--- src/rtl/dmem_pkg.sv ---
// Shared encodings for the data-memory arbiter: FSM states, owner ids and the
// word returned when a memory access times out.
package dmem_pkg;

  typedef enum logic [1:0] {
    IDLE = 2'd0,
    BUSY = 2'd1,
    DONE = 2'd2
  } state_t;

  typedef enum logic {
    OWN_CPU = 1'b0,
    OWN_DBG = 1'b1
  } owner_t;

  localparam logic [31:0] DMEM_TIMEOUT_DATA = 32'hDEADBEEF;

endpackage

--- src/rtl/dmem_arbiter_if.sv ---
// Bundle of CPU, debug and memory bus signals around the data-memory arbiter.
// The slave modport is the arbiter's view; master is the surrounding system.
interface dmem_arbiter_if #(parameter int AW = 32);

  logic          cpu_req_i;
  logic          cpu_we_i;
  logic [AW-1:0] cpu_addr_i;
  logic [31:0]   cpu_wdata_i;
  logic [31:0]   cpu_rdata_o;
  logic          cpu_stall_o;

  logic          dbg_req_i;
  logic          dbg_we_i;
  logic [AW-1:0] dbg_addr_i;
  logic [31:0]   dbg_wdata_i;
  logic          dbg_gnt_o;
  logic          dbg_rvalid_o;
  logic [31:0]   dbg_rdata_o;

  logic          mem_req_o;
  logic          mem_we_o;
  logic [AW-1:0] mem_addr_o;
  logic [31:0]   mem_wdata_o;
  logic [31:0]   mem_rdata_i;
  logic          mem_ack_i;

  logic          err_o;

  modport slave (
    input  cpu_req_i, cpu_we_i, cpu_addr_i, cpu_wdata_i,
    output cpu_rdata_o, cpu_stall_o,
    input  dbg_req_i, dbg_we_i, dbg_addr_i, dbg_wdata_i,
    output dbg_gnt_o, dbg_rvalid_o, dbg_rdata_o,
    output mem_req_o, mem_we_o, mem_addr_o, mem_wdata_o,
    input  mem_rdata_i, mem_ack_i,
    output err_o
  );

  modport master (
    output cpu_req_i, cpu_we_i, cpu_addr_i, cpu_wdata_i,
    input  cpu_rdata_o, cpu_stall_o,
    output dbg_req_i, dbg_we_i, dbg_addr_i, dbg_wdata_i,
    input  dbg_gnt_o, dbg_rvalid_o, dbg_rdata_o,
    input  mem_req_o, mem_we_o, mem_addr_o, mem_wdata_o,
    output mem_rdata_i, mem_ack_i,
    input  err_o
  );

endinterface

--- src/rtl/dmem_arbiter_rr_arb2.sv ---
// Two-requester round-robin picker. The last-owner pointer starts at DBG so the
// CPU wins the first tie after reset.
module rr_arb2
  import dmem_pkg::*;
(
  input  logic   clk_i,
  input  logic   rst_i,
  input  logic   req_cpu,
  input  logic   req_dbg,
  input  logic   update,
  input  owner_t served,
  output logic   grant,
  output owner_t winner
);

  owner_t last;

  always_ff @(posedge clk_i or posedge rst_i) begin
    if (rst_i)       last <= OWN_DBG;
    else if (update) last <= served;
  end

  always_comb begin
    grant  = req_cpu | req_dbg;
    winner = OWN_CPU;
    if (req_cpu && req_dbg) begin
      if (last == OWN_DBG) winner = OWN_CPU;
      else                 winner = OWN_DBG;
    end else if (req_dbg) begin
      winner = OWN_DBG;
    end
  end

endmodule

--- src/rtl/dmem_arbiter.sv ---
// Sequences CPU and debug accesses onto a shared data memory with variable ack
// latency and a timeout watchdog. Define DMEM_ARB_PERF_EN for stall/conflict counters.
module dmem_arbiter
  import dmem_pkg::*;
#(
  parameter int AW      = 32,
  parameter int TIMEOUT = 16
) (
  input  logic        clk_i,
  input  logic        rst_i,
  dmem_arbiter_if.slave bus
`ifdef DMEM_ARB_PERF_EN
  ,
  output logic [31:0] stall_cnt_o,
  output logic [31:0] conflict_cnt_o
`endif
);

  localparam int CW = $clog2(TIMEOUT) + 1;
  localparam logic [AW-1:0] WORD_MASK = {{(AW-2){1'b1}}, 2'b00};

  state_t        state, state_nxt;
  owner_t        owner, winner;
  logic          grant, busy, timeout, stall;
  logic          we_q, err_q;
  logic [AW-1:0] addr_q;
  logic [31:0]   wdata_q, cpu_rdata_q, dbg_rdata_q;
  logic [CW-1:0] cnt;

  rr_arb2 u_arb (
    .clk_i  (clk_i),
    .rst_i  (rst_i),
    .req_cpu(bus.cpu_req_i),
    .req_dbg(bus.dbg_req_i),
    .update (state == DONE),
    .served (owner),
    .grant  (grant),
    .winner (winner)
  );

  assign busy    = (state == BUSY);
  assign timeout = busy && !bus.mem_ack_i && (cnt == CW'(TIMEOUT - 1));

  always_ff @(posedge clk_i or posedge rst_i) begin
    if (rst_i) state <= IDLE;
    else       state <= state_nxt;
  end

  always_comb begin
    state_nxt = state;
    case (state)
      IDLE:    if (grant) state_nxt = BUSY;
      BUSY:    if (bus.mem_ack_i || timeout) state_nxt = DONE;
      DONE:    state_nxt = IDLE;
      default: state_nxt = IDLE;
    endcase
  end

  // Read data lands straight in the per-owner output register so it is
  // visible during DONE and holds afterwards.
  always_ff @(posedge clk_i or posedge rst_i) begin
    if (rst_i) begin
      owner       <= OWN_CPU;
      we_q        <= 1'b0;
      addr_q      <= '0;
      wdata_q     <= '0;
      cnt         <= '0;
      cpu_rdata_q <= '0;
      dbg_rdata_q <= '0;
      err_q       <= 1'b0;
    end else begin
      case (state)
        IDLE: if (grant) begin
          owner <= winner;
          if (winner == OWN_DBG) begin
            we_q    <= bus.dbg_we_i;
            addr_q  <= bus.dbg_addr_i;
            wdata_q <= bus.dbg_wdata_i;
          end else begin
            we_q    <= bus.cpu_we_i;
            addr_q  <= bus.cpu_addr_i;
            wdata_q <= bus.cpu_wdata_i;
          end
        end
        BUSY: begin
          cnt <= cnt + 1'b1;
          if (bus.mem_ack_i) begin
            if (owner == OWN_CPU) cpu_rdata_q <= bus.mem_rdata_i;
            else                  dbg_rdata_q <= bus.mem_rdata_i;
          end else if (timeout) begin
            err_q <= 1'b1;
            if (owner == OWN_CPU) cpu_rdata_q <= DMEM_TIMEOUT_DATA;
            else                  dbg_rdata_q <= DMEM_TIMEOUT_DATA;
          end
        end
        DONE:    cnt <= '0;
        default: cnt <= '0;
      endcase
    end
  end

  // Reset also forces the stall and grant low so nothing leaks out while held.
  assign stall = bus.cpu_req_i && !rst_i && !((state == DONE) && (owner == OWN_CPU));

  assign bus.cpu_stall_o  = stall;
  assign bus.cpu_rdata_o  = cpu_rdata_q;
  assign bus.dbg_gnt_o    = !rst_i && (state == IDLE) && grant && (winner == OWN_DBG);
  assign bus.dbg_rvalid_o = (state == DONE) && (owner == OWN_DBG);
  assign bus.dbg_rdata_o  = dbg_rdata_q;
  assign bus.mem_req_o    = busy;
  assign bus.mem_we_o     = busy && we_q;
  assign bus.mem_addr_o   = busy ? (addr_q & WORD_MASK) : '0;
  assign bus.mem_wdata_o  = busy ? wdata_q : '0;
  assign bus.err_o        = err_q;

`ifdef DMEM_ARB_PERF_EN
  always_ff @(posedge clk_i or posedge rst_i) begin
    if (rst_i) begin
      stall_cnt_o    <= '0;
      conflict_cnt_o <= '0;
    end else begin
      if (stall && (stall_cnt_o != 32'hFFFF_FFFF))
        stall_cnt_o <= stall_cnt_o + 32'd1;
      if ((state == IDLE) && bus.cpu_req_i && bus.dbg_req_i &&
          (conflict_cnt_o != 32'hFFFF_FFFF))
        conflict_cnt_o <= conflict_cnt_o + 32'd1;
    end
  end
`endif

endmodule

--- src/flat_wrapper.sv ---
// flat-port wrapper written by rule: the top's interface ports become plain ports
module dmem_arbiter_flat import dmem_pkg::*;
#(
  parameter int AW      = 32,
  parameter int TIMEOUT = 16
)
  (clk_i, rst_i, bus_cpu_req_i, bus_cpu_we_i, bus_cpu_addr_i, bus_cpu_wdata_i, bus_cpu_rdata_o, bus_cpu_stall_o, bus_dbg_req_i, bus_dbg_we_i, bus_dbg_addr_i, bus_dbg_wdata_i, bus_dbg_gnt_o, bus_dbg_rvalid_o, bus_dbg_rdata_o, bus_mem_req_o, bus_mem_we_o, bus_mem_addr_o, bus_mem_wdata_o, bus_mem_rdata_i, bus_mem_ack_i, bus_err_o);
  dmem_arbiter_if #(.AW(AW)) bus_i ();
  input  logic clk_i;
  input  logic rst_i;
  input wire logic [$bits(bus_i.cpu_req_i)-1:0] bus_cpu_req_i;
  input wire logic [$bits(bus_i.cpu_we_i)-1:0] bus_cpu_we_i;
  input wire logic [$bits(bus_i.cpu_addr_i)-1:0] bus_cpu_addr_i;
  input wire logic [$bits(bus_i.cpu_wdata_i)-1:0] bus_cpu_wdata_i;
  output wire logic [$bits(bus_i.cpu_rdata_o)-1:0] bus_cpu_rdata_o;
  output wire logic [$bits(bus_i.cpu_stall_o)-1:0] bus_cpu_stall_o;
  input wire logic [$bits(bus_i.dbg_req_i)-1:0] bus_dbg_req_i;
  input wire logic [$bits(bus_i.dbg_we_i)-1:0] bus_dbg_we_i;
  input wire logic [$bits(bus_i.dbg_addr_i)-1:0] bus_dbg_addr_i;
  input wire logic [$bits(bus_i.dbg_wdata_i)-1:0] bus_dbg_wdata_i;
  output wire logic [$bits(bus_i.dbg_gnt_o)-1:0] bus_dbg_gnt_o;
  output wire logic [$bits(bus_i.dbg_rvalid_o)-1:0] bus_dbg_rvalid_o;
  output wire logic [$bits(bus_i.dbg_rdata_o)-1:0] bus_dbg_rdata_o;
  output wire logic [$bits(bus_i.mem_req_o)-1:0] bus_mem_req_o;
  output wire logic [$bits(bus_i.mem_we_o)-1:0] bus_mem_we_o;
  output wire logic [$bits(bus_i.mem_addr_o)-1:0] bus_mem_addr_o;
  output wire logic [$bits(bus_i.mem_wdata_o)-1:0] bus_mem_wdata_o;
  input wire logic [$bits(bus_i.mem_rdata_i)-1:0] bus_mem_rdata_i;
  input wire logic [$bits(bus_i.mem_ack_i)-1:0] bus_mem_ack_i;
  output wire logic [$bits(bus_i.err_o)-1:0] bus_err_o;
  assign bus_i.cpu_req_i = bus_cpu_req_i;
  assign bus_i.cpu_we_i = bus_cpu_we_i;
  assign bus_i.cpu_addr_i = bus_cpu_addr_i;
  assign bus_i.cpu_wdata_i = bus_cpu_wdata_i;
  assign bus_cpu_rdata_o = bus_i.cpu_rdata_o;
  assign bus_cpu_stall_o = bus_i.cpu_stall_o;
  assign bus_i.dbg_req_i = bus_dbg_req_i;
  assign bus_i.dbg_we_i = bus_dbg_we_i;
  assign bus_i.dbg_addr_i = bus_dbg_addr_i;
  assign bus_i.dbg_wdata_i = bus_dbg_wdata_i;
  assign bus_dbg_gnt_o = bus_i.dbg_gnt_o;
  assign bus_dbg_rvalid_o = bus_i.dbg_rvalid_o;
  assign bus_dbg_rdata_o = bus_i.dbg_rdata_o;
  assign bus_mem_req_o = bus_i.mem_req_o;
  assign bus_mem_we_o = bus_i.mem_we_o;
  assign bus_mem_addr_o = bus_i.mem_addr_o;
  assign bus_mem_wdata_o = bus_i.mem_wdata_o;
  assign bus_i.mem_rdata_i = bus_mem_rdata_i;
  assign bus_i.mem_ack_i = bus_mem_ack_i;
  assign bus_err_o = bus_i.err_o;
  dmem_arbiter #(.AW(AW), .TIMEOUT(TIMEOUT)) u_core (.clk_i(clk_i), .rst_i(rst_i), .bus(bus_i));
endmodule
--- config.mk ---
export PLATFORM = sky130hd
export DESIGN_NAME = dmem_arbiter_flat
export DESIGN_NICKNAME = d
export VERILOG_FILES = /design/src/rtl/dmem_pkg.sv /design/src/rtl/dmem_arbiter_if.sv /design/src/rtl/dmem_arbiter_rr_arb2.sv /design/src/rtl/dmem_arbiter.sv /design/src/flat_wrapper.sv
export SDC_FILE = /design/constraint.sdc
export NUM_CORES = 1
export LEC_CHECK = 0
export CAP_MARGIN = 20
export CORE_MARGIN = 1.5
export CORE_UTILIZATION = 42
export DETAILED_ROUTE_END_ITERATION = 10
export PLACE_DENSITY_LB_ADDON = 0.12
export SYNTH_ARGS = -nofsm -noshare
export SYNTH_HDL_FRONTEND = slang
export SYNTH_SLANG_ARGS = --single-unit
--- constraint.sdc ---
create_clock -name clk_i -period 6.64 [get_ports clk_i]
set_clock_uncertainty 0.15 [all_clocks]
set_input_delay 1.328 -clock clk_i [delete_from_list [all_inputs] [get_ports clk_i]]
set_output_delay 1.328 -clock clk_i [all_outputs]
set_load 0.05 [all_outputs]
==> results of run 1 <==
## critical path, cell delays in order
cell and delay, ns:
clkdlybuf4s50_1 0.48, inv_6 0.47, o211a_1 0.25, clkdlybuf4s50_1 0.83
## logic make-up after synthesis
kind of cell,after synthesis
adders and majority gates,2
buffers and inverters,40
and+or+nand+nor,113
xor gates and xnor gates,3
muxes,191
AOI/OAI and AO/OA,7
DFF,137
other,1
## power by group through the flow
stage | Clock, mW | Combinational [mW] | Sequential (mW)
finish | 1.13 | 3.13 | 1.44
global route | 1.19 | 3.28 | 1.49
CTS | 1.15 | 3.16 | 1.44
detailed placement | 0 | 3.15 | 1.45
global placement | 0 | 3.12 | 1.42
floorplan | 0 | 1.61 | 1.98
## through the flow
step	hold slack, ns	utilization (%)
detailed placement	0.326	62.1
finish	0.333	66.6
global route	0.359	66.6
CTS	0.339	66.6
floorplan	0.322	-
global placement	0.308	62.1
## layout make-up
class | instances | area, µm² | area share [%]
Multi-Input combinational cell | 318 | 3090 | 29.4
Sequential cell | 137 | 3430 | 32.6
Inverter | 5 | 23.8 | 0.226
Tap cell | 216 | 270 | 2.57
Timing Repair Buffer | 300 | 2990 | 28.4
Clock inverter | 11 | 240 | 2.29
Clock buffer | 21 | 470 | 4.48
## how the worst min path moves through the flow
stage | slack, ns | start | end
after CTS | 0.34 | u_core.bus.cpu_rdata_o[4] | u_core.bus.cpu_rdata_o[4]
after global routing | 0.36 | u_core.bus.err_o | u_core.bus.err_o
after detailed placement | 0.33 | u_core.bus.cpu_rdata_o[14] | u_core.bus.cpu_rdata_o[14]
after global placement | 0.31 | u_core.bus.err_o | u_core.bus.err_o
final | 0.33 | u_core.bus.cpu_rdata_o[4] | u_core.bus.cpu_rdata_o[4]
after floorplan | 0.32 | u_core.addr_q[2] | u_core.addr_q[2]
## layout by cell type, fill, tap and decap left out, types with 3 or more instances in the layout
master	Yosys	routed
clkdlybuf4s50_1	0	294
mux2_2	158	158
dfrtp_1	136	136
and2_1	71	71
mux2_4	30	30
nand2b_1	25	25
clkbuf_16	0	17
nor2_1	9	9
bufinv_16	0	7
buf_4	2	6
inv_1	5	4
clkbuf_8	0	3
## flip-flops by register name, summed over array words and instances (netlist names)
signal	flops
u_core.bus.cpu_rdata_o	32
u_core.bus.err_o	1
u_core.wdata_q	32
u_core.addr_q	30
u_core.u_arb.last	1
u_core.cnt	5
u_core.owner	1
u_core.bus.dbg_rdata_o	32
u_core.we_q	1
u_core.state	2
## layer usage
layer	GRT usage [%]	wire length [µm]	part of all wire (%)	up-vias
met2	35.1	8350	49	206
met1	23.5	6650	39	2358
met5	0	0	0	-
met4	8.72	424	2.5	0
met3	8.63	1650	9.7	31
li1	-	-	-	2264
==> reports/metrics.yaml, run 1 <==
route:
  wl_um: 17100
  vias: 4859
  vias_per_cell: 4.82
  routedWlPerCell_um: 16.9
  post-route-drc-count: 0
  ant_nets: 0
  first_pass_iters: 4
  first_iter_violations: 167
floorplanning:
  chipWidth_um: 129
  die-area_um2: 16700
  floorplan.die.height_um: 129
  rows: 46
  initial_utilization_pct: 42.5
  ios: 301
  design.core.area_um2: 15800
timing:
  fin_setup_tns_ns: 0
  setup_ws_ns: 1.79
  tightestPinTransition_ns: 1.10
  drv_slew: 0
  rsz0062_at_grt: "no"
  max_clock_freq_mhz: 206
  setup_viol: 0
  fin_crit_sh_pct: 73.1
  relSlewSlack_pct: 26.7
  fin_crit_ns: 4.85
  hold_viol: 0
pwr:
  power.total_mw: 5.70
  power.share.sequential_pct: 25.2
  power.density_nw_per_um2: 543
  p_sw_mw: 2.43
  p_int_mw: 3.27
  comb_power_share_pct: 55.0
  ir_drop_v: 0.000224
  pwr-share-clk_pct: 19.8
  swShare_pct: 42.6
  power.leakage_nw: 4.35
setup_path:
  crit_arrival_ns: 3.38
  worstReg2RegStart: "u_core.cnt[0]"
  r2r_cells: 6
  ff2ff_setup_slack_ns: 3.72
  critPathLaunchType: "primary input"
  endpoint_kind: "primary output"
  rr_endpoint: "u_core.bus.dbg_rdata_o[30]"
  path_class: "primary input to primary output"
  crit_end: "bus_cpu_stall_o"
  cp_max_fo: 68
  crit_required_ns: 5.16
  critPathLaunch: "rst_i"
run:
  cap_violations: 0
synthesis:
  synth-seq-cells: 137
  synth_top_family_by_area: "multiplexers"
  synth.avg_cell_area_um2: 13.6
  async_flop_share_pct: 100
  synth_common_cells: "158 x mux2_2, 136 x dfrtp_1, 71 x and2_1"
  yosys.area_share.xor_xnor_pct: 0.392
  synth_adder_area_share_pct: 0.373
  synth_top_area_share_pct: 50.7
  synth.yosys.seq_area_share_pct: 51.1
  synth_most_common_cell: "mux2_2"
  synth_compound_area_share_pct: 0.895
  ys_warn_count: 0
  synth-main-ff-cell: "dfrtp_1"
  syn_area_um2: 6710
  synth.largest_area_cell: "dfrtp_1"
  synthMuxAreaShare_pct: 33.7
  synthTopCellsByArea: "dfrtp_1 51%, mux2_2 27%, mux2_4 6.7%"
  yosysUniqueCellTypes: 32
  synth-simple-area-share_pct: 10.3
  synth-edff-count: 0
  syn_inst: 494
hold_path:
  min_path_cells: 1
  hold_path.class: "flip-flop to flip-flop"
clock_tree:
  cts_resized: 0
  root_buffer: "clkbuf_16"
  cts_made_buffers: 17
  insertion_delay_ns: 0.41
  cts_setup_buffers: 0
  postCtsHoldBufs: 0
  clkTransAtPathRegs_ns: 0.06
  cts_tree: "built"
  clock-sinks: 137
  htreeDepth: 4
  clockBufferDepth: 2
placed_design:
  gp_congestion: 0.758
  hpwl_um: 12100
  dp.cells: 976
  port-buffer-count: 294
  place_ws_ns: 1.72
  place_area_um2: 9800
layout:
  fillers: 1176
  postLayoutCellArea_um2: 10500
  syn2layout_area_growth_pct: 56.6
  antennaDiodeCount: 0
  layout-drive-gt1-share_pct: 29.4
  layout.nets: 948
  stdcell_count: 1008
grt:
  grt_use_total_pct: 20.9
  antenna_found_initial: 0
  grt_pass1_vias: 5125
  grt_pass1_wl_um: 26600
  grt-ovfl-total: 0
  grt_max_degree: 72
status:
  status: "completed"
Note: power is estimated with default switching activity, not from simulation.
==> run 2, diff against run 1 <==
clock period = 4.8 ns   (was 6.64 ns; I/O delays follow)
==> run 2 against run 1 <==
Final area rose by 0.19%. Register-to-register slack worse by 1.9 ns. Sequential share of layout area shrank 0.062 points. Die area stayed put. Critical path type is now flip-flop to primary output. First-iteration DRC count shrank 17%. Clock power grew 29%. Critical path depth up 1. Via count about the same. Combinational power increased by 39%. Utilization rose by 0.13 points. Global-route usage is 0.43 points lower.
==> reports/metrics.yaml, run 2 (synthesis results as in run 1) <==
status:
  status: "completed"  # unchanged
route:
  routedWlPerCell_um: 16.8  # was 16.9 µm
  first_pass_iters: 6  # was 4
  vias: 4855  # was 4,859
  vias_per_cell: 4.80  # was 4.82
  wl_um: 17000  # was 17,100 µm
  first_iter_violations: 139  # was 167
  ant_nets: 0  # unchanged
  post-route-drc-count: 0  # unchanged
pwr:
  power.density_nw_per_um2: 741  # was 543 nW/µm²
  swShare_pct: 42.9  # was 42.6%
  comb_power_share_pct: 55.8  # was 55.0%
  pwr-share-clk_pct: 18.7  # was 19.8%
  p_int_mw: 4.46  # was 3.27 mW
  ir_drop_v: 0.000335  # was 0.000224 V
  p_sw_mw: 3.35  # was 2.43 mW
  power.total_mw: 7.80  # was 5.70 mW
  power.share.sequential_pct: 25.5  # was 25.2%
  power.leakage_nw: 4.36  # was 4.35 nW
placed_design:
  gp_congestion: 0.772  # was 0.758
  hpwl_um: 12200  # was 12,100 µm
  port-buffer-count: 294  # unchanged
setup_path:
  crit_arrival_ns: 2.96  # was 3.38 ns
  endpoint_kind: "primary output"  # unchanged
  cp_max_fo: 41  # was 68
  cpLargestDelayFamily: "buffers and inverters"  # unchanged
  crit_required_ns: 3.69  # was 5.16 ns
  path_class: "flip-flop to primary output"  # was primary input to primary output
  crit_path_top_delay_cell: "clkdlybuf4s50_1"  # unchanged
  critPathLaunchType: "flip-flop"  # was primary input
  cpPeakStageDelay_ns: 0.82  # was 0.83 ns
  cp_num_buf_inv: 3  # unchanged
  crit_chain: "nand2b_4, inv_1, buf_12, and2_1, clkdlybuf4s50_1"  # was clkdlybuf4s50_1, inv_6, o211a_1, clkdlybuf4s50_1
timing:
  fin_crit_ns: 4.07
  tightestPinTransition_ns: 0.828  # was 1.10 ns
  max_clock_freq_mhz: 245
  fin_hold_ws_ns: 0.323  # was 0.333 ns
  fin_setup_tns_ns: 0  # unchanged
  relSlewSlack_pct: 44.8  # was 26.7%
  fin_crit_sh_pct: 84.9
  hold_viol: 0  # unchanged
  rsz0062_at_grt: "no"  # unchanged
  setup_viol: 0  # unchanged
  drv_slew: 0  # unchanged
hold_path:
  hold_path.class: "flip-flop to flip-flop"  # unchanged
clock_tree:
  cts_made_buffers: 17  # unchanged
  root_buffer: "clkbuf_16"  # unchanged
  clockBufferDepth: 2  # unchanged
  cts_tree: "built"  # unchanged
  clock-sinks: 137  # unchanged
  htreeDepth: 4  # unchanged
  cts_resized: 0  # unchanged
  insertion_delay_ns: 0.40  # was 0.41 ns
  clkTransAtPathRegs_ns: 0.06  # about the same
  postCtsHoldBufs: 0  # unchanged
  cts_setup_buffers: 0  # unchanged
floorplanning:
  initial_utilization_pct: 42.5  # unchanged
  rows: 46  # unchanged
  design.core.area_um2: 15800  # unchanged
  chipWidth_um: 129  # unchanged
  ios: 301  # unchanged
  die-area_um2: 16700  # unchanged
  floorplan.die.height_um: 129  # unchanged
grt:
  grt-ovfl-total: 0  # unchanged
  grt_use_total_pct: 20.5  # was 20.9%
  grt_max_degree: 83  # was 72
  grt_pass1_vias: 5086  # was 5,125
  grt_pass1_wl_um: 26200  # was 26,600 µm
  antenna_found_initial: 0  # unchanged
layout:
  layout_common_cells: "293 x clkdlybuf4s50_1, 158 x mux2_2, 136 x dfrtp_1"  # was 294 x clkdlybuf4s50_1, 158 x mux2_2, 136 x dfrtp_1
  syn2layout_area_growth_pct: 56.9  # was 56.6%
  postLayoutCoreUtil_pct: 66.8  # was 66.6%
  multi_input_area_um2: 3090  # unchanged
  layout-drive-gt1-share_pct: 29.9  # was 29.4%
  antennaDiodeCount: 0  # unchanged
  layout.nets: 952  # was 948
  final_common_cell: "clkdlybuf4s50_1"  # unchanged
  fillers: 1215  # was 1,176
  ff_latch_area_um2: 3430  # unchanged
run:
  cap_violations: 0  # unchanged
[run 2: cell types whose count changed in the layout (fill, tap and decap cells not counted)]
cell,before,now
buf_4,6,9
bufinv_16,7,5
clkinvlp_4,1,3
buf_12,0,1
buf_16,0,1
clkbuf_8,3,4
clkdlybuf4s50_1,294,293
clkinv_4,2,1
[run 2: worst paths after layout]
path                       cells past startpoint             start                         end  slack [ns]
max                                            5   u_core.state[0]         bus_mem_wdata_o[17]        0.73
min                                            1  u_core.bus.err_o            u_core.bus.err_o        0.32
max reg2reg                                    7     u_core.cnt[0]  u_core.bus.dbg_rdata_o[12]        1.84
min reg2reg                                    1  u_core.bus.err_o            u_core.bus.err_o        0.32
max in group asynchronous                      5             rst_i  u_core.bus.cpu_rdata_o[28]        2.26
min in group asynchronous                      3             rst_i            u_core.addr_q[6]        1.03
[run 2: area by class of cell]
cell class,count,area share (%)
clock inverters,10,1.78
flip-flops and latches,137,32.6
well taps,216,2.57
multi-input cells,318,29.3
clock buffers,22,4.60
repair buffers,304,29.0
inverters,5,0.214
[run 2: worst register-to-register path, cell delays in order (launching register included)]
cell	delay, ns
dfrtp_1	0.41
ha_1	0.23
and3_1	0.19
ha_1	0.21
nor2_1	0.28
or3_2	0.63
buf_4	0.41
mux2_4	0.35
[run 2: power by group through the flow]
| stage | Sequential (mW) | Combinational [mW] | Clock [mW] |
|---|---|---|---|
| 6_report | 1.99 | 4.35 | 1.46 |
| 5_1_grt | 2.07 | 4.56 | 1.55 |
| 4_1_cts | 2.00 | 4.39 | 1.49 |
| 3_5_place_dp | 2.00 | 4.38 | 0 |
| 3_3_place_gp | 1.97 | 4.34 | 0 |
| 2_1_floorplan | 2.74 | 2.23 | 0 |
[run 2: stage by stage]
step	cells	area, µm²	setup WS (ns)
after floorplan	495	6720	0.120
after global placement	979	9830	1.13
after detailed placement	979	9830	1.12
after CTS	1011	10500	0.678
after global routing	1012	10500	0.515
final	1012	10500	0.726
[run 2: layer usage]
metal | wire [µm] | vias to the layer above | track usage (%)
met4 | 240 | 0 | 6.81
met1 | 6610 | 2354 | 23.8
met5 | 0 | - | 0
met2 | 8470 | 210 | 34.6
met3 | 1680 | 17 | 8.09
li1 | - | 2274 | -
==> run 3, diff against run 2 <==
clock period = 3.8 ns   (was 4.8 ns; I/O delays follow)
==> run 3 against run 2 <==
Die area did not move. Critical path depth fell by 2. Combinational power is 23% higher. Power up 22%. Routed wire length shrank 2.2%. Critical path type unchanged. Via count fell by 0.10%. Final area is 2.6% lower. Sequential share of layout area is 0.87 points higher. Critical endpoint is now bus_dbg_rvalid_o. Sequential power up 27%. Utilization fell by 1.7 points. Non-clock buffer count is 2 lower.
==> reports/metrics.yaml, run 3 (synthesis results as in run 1) <==
route:
  wl_um: 16600  # was 17,000 µm
  post-route-drc-count: 0  # unchanged
  ant_nets: 0  # unchanged
  vias_per_cell: 4.81  # was 4.80
  first_pass_iters: 4  # was 6
  vias: 4850  # was 4,855
  met3_length_um: 1290  # was 1680 µm
  routedWlPerCell_um: 16.5  # was 16.8 µm
  route.met2.wl_um: 8420  # was 8470 µm
  wl_met1_um: 6600  # was 6610 µm
  first_iter_violations: 195  # was 139
  top_layer_used: "met4"  # unchanged
clock_tree:
  cts_made_buffers: 17  # unchanged
  cts_resized: 0  # unchanged
  cts_tree: "built"  # unchanged
  insertion_delay_ns: 0.41  # was 0.40 ns
  root_buffer: "clkbuf_16"  # unchanged
  clkTransAtPathRegs_ns: 0.05  # was 0.06 ns
  cts_setup_buffers: 0  # unchanged
  clockBufferDepth: 2  # unchanged
  htreeDepth: 4  # unchanged
  postCtsHoldBufs: 0  # unchanged
  clock-sinks: 137  # unchanged
timing:
  fin_crit_sh_pct: 82.8
  rsz0062_at_grt: "no"  # unchanged
  relSlewSlack_pct: 27.0  # was 44.8%
  tightestPinTransition_ns: 1.10  # was 0.828 ns
  drv_slew: 0  # unchanged
  hold_viol: 0  # unchanged
  setup_viol: 0  # unchanged
  fin_setup_tns_ns: 0  # unchanged
  max_clock_freq_mhz: 318
  setup_ws_ns: 0.655  # was 0.726 ns
  fin_crit_ns: 3.15
  fin_hold_ws_ns: 0.321  # was 0.323 ns
placed_design:
  place_ws_ns: 0.660  # was 1.12 ns
  place_area_um2: 9660  # was 9830 µm²
  hpwl_um: 11900  # was 12,200 µm
  dp.cells: 978  # was 979
  port-buffer-count: 294  # unchanged
  gp_congestion: 0.772  # about the same
pwr:
  power.leakage_nw: 4.40  # was 4.36 nW
  power.density_nw_per_um2: 930  # was 741 nW/µm²
  power.total_mw: 9.54  # was 7.80 mW
  ir_drop_v: 0.000476  # was 0.000335 V
layout:
  final_common_cell: "clkdlybuf4s50_1"  # unchanged
  layout-drive-gt1-share_pct: 37.7  # was 29.9%
  layout.nets: 950  # was 952
  fillers: 1239  # was 1,215
  postLayoutCoreUtil_pct: 65.0  # was 66.8%
  syn2layout_area_growth_pct: 52.8  # was 56.9%
  stdcell_count: 1009  # was 1,012
  layout_common_cells: "228 x clkdlybuf4s50_1, 158 x mux2_2, 136 x dfrtp_1"  # was 293 x clkdlybuf4s50_1, 158 x mux2_2, 136 x dfrtp_1
  postLayoutCellArea_um2: 10300  # was 10,500 µm²
  antennaDiodeCount: 0  # unchanged
grt:
  grt_max_degree: 138  # was 83
  grt_pass1_wl_um: 26000  # was 26,200 µm
  grt_pass1_vias: 5020  # was 5,086
  grt_use_total_pct: 20.3  # was 20.5%
  grt-ovfl-total: 0  # unchanged
  antenna_found_initial: 0  # unchanged
setup_path:
  crit_path_top_delay_cell: "clkdlybuf4s50_1"  # unchanged
  crit_chain: "nand2b_1, nor2_1, clkdlybuf4s50_1"  # was nand2b_4, inv_1, buf_12, and2_1, clkdlybuf4s50_1
  crit_arrival_ns: 2.24  # was 2.96 ns
  cpPeakStageDelay_ns: 0.85  # was 0.82 ns
  path_class: "flip-flop to primary output"  # unchanged
  crit_required_ns: 2.89  # was 3.69 ns
  cp_num_buf_inv: 1  # was 3
  cp_max_fo: 11  # was 41
  cpLargestDelayFamily: "buffers and inverters"  # unchanged
  critPathLaunchType: "flip-flop"  # unchanged
  endpoint_kind: "primary output"  # unchanged
floorplanning:
  initial_utilization_pct: 42.5  # unchanged
  chipWidth_um: 129  # unchanged
  ios: 301  # unchanged
  design.core.area_um2: 15800  # unchanged
  rows: 46  # unchanged
  floorplan.die.height_um: 129  # unchanged
  die-area_um2: 16700  # unchanged
status:
  status: "completed"  # unchanged
run:
  cap_violations: 0  # unchanged
hold_path:
  hold_path.class: "flip-flop to flip-flop"  # unchanged
-- run 3: per-layer routing --
layer / global-route usage [%] / up-vias
met4: 7.67 / 0
met3: 6.48 / 23
met5: 0 / -
met2: 35.6 / 187
li1: - / 2259
met1: 23.0 / 2381
-- run 3: worst register-to-register path, delay by kind of cell, from the launching register on --
family,cells,cell delay [ns]
and+or+nand+nor,3,1.38
adders and majority gates,2,0.43
muxes,1,0.43
DFF,1,0.40
-- run 3: cell type report --
cell class	count	area, µm²	share of cell area [%]
Sequential cell	137	3430	33.4
Multi-Input combinational cell	318	3090	30.1
Timing Repair Buffer	302	2850	27.8
Clock buffer	20	447	4.36
Tap cell	216	270	2.64
Clock inverter	11	149	1.45
Inverter	5	22.5	0.220
-- run 3: worst paths after layout --
check	startpoint	endpoint	slack, ns	cells after the start
max	u_core.state[0]	bus_dbg_rvalid_o	0.65	3
min	u_core.bus.err_o	u_core.bus.err_o	0.32	1
max reg2reg	u_core.cnt[0]	u_core.bus.dbg_rdata_o[29]	0.89	6
min reg2reg	u_core.bus.err_o	u_core.bus.err_o	0.32	1
max in group asynchronous	rst_i	u_core.bus.dbg_rdata_o[14]	2.14	3
min in group asynchronous	rst_i	u_core.cnt[2]	0.81	3
-- run 3: power by group --
part | internal, mW | leakage (nW) | total (mW) | switching, mW
Combinational | 2.12 | 2.55 | 5.37 | 3.25
Sequential | 2.15 | 1.57 | 2.52 | 0.368
Clock | 1.05 | 0.282 | 1.65 | 0.601
Total | 5.31 | 4.40 | 9.54 | 4.22
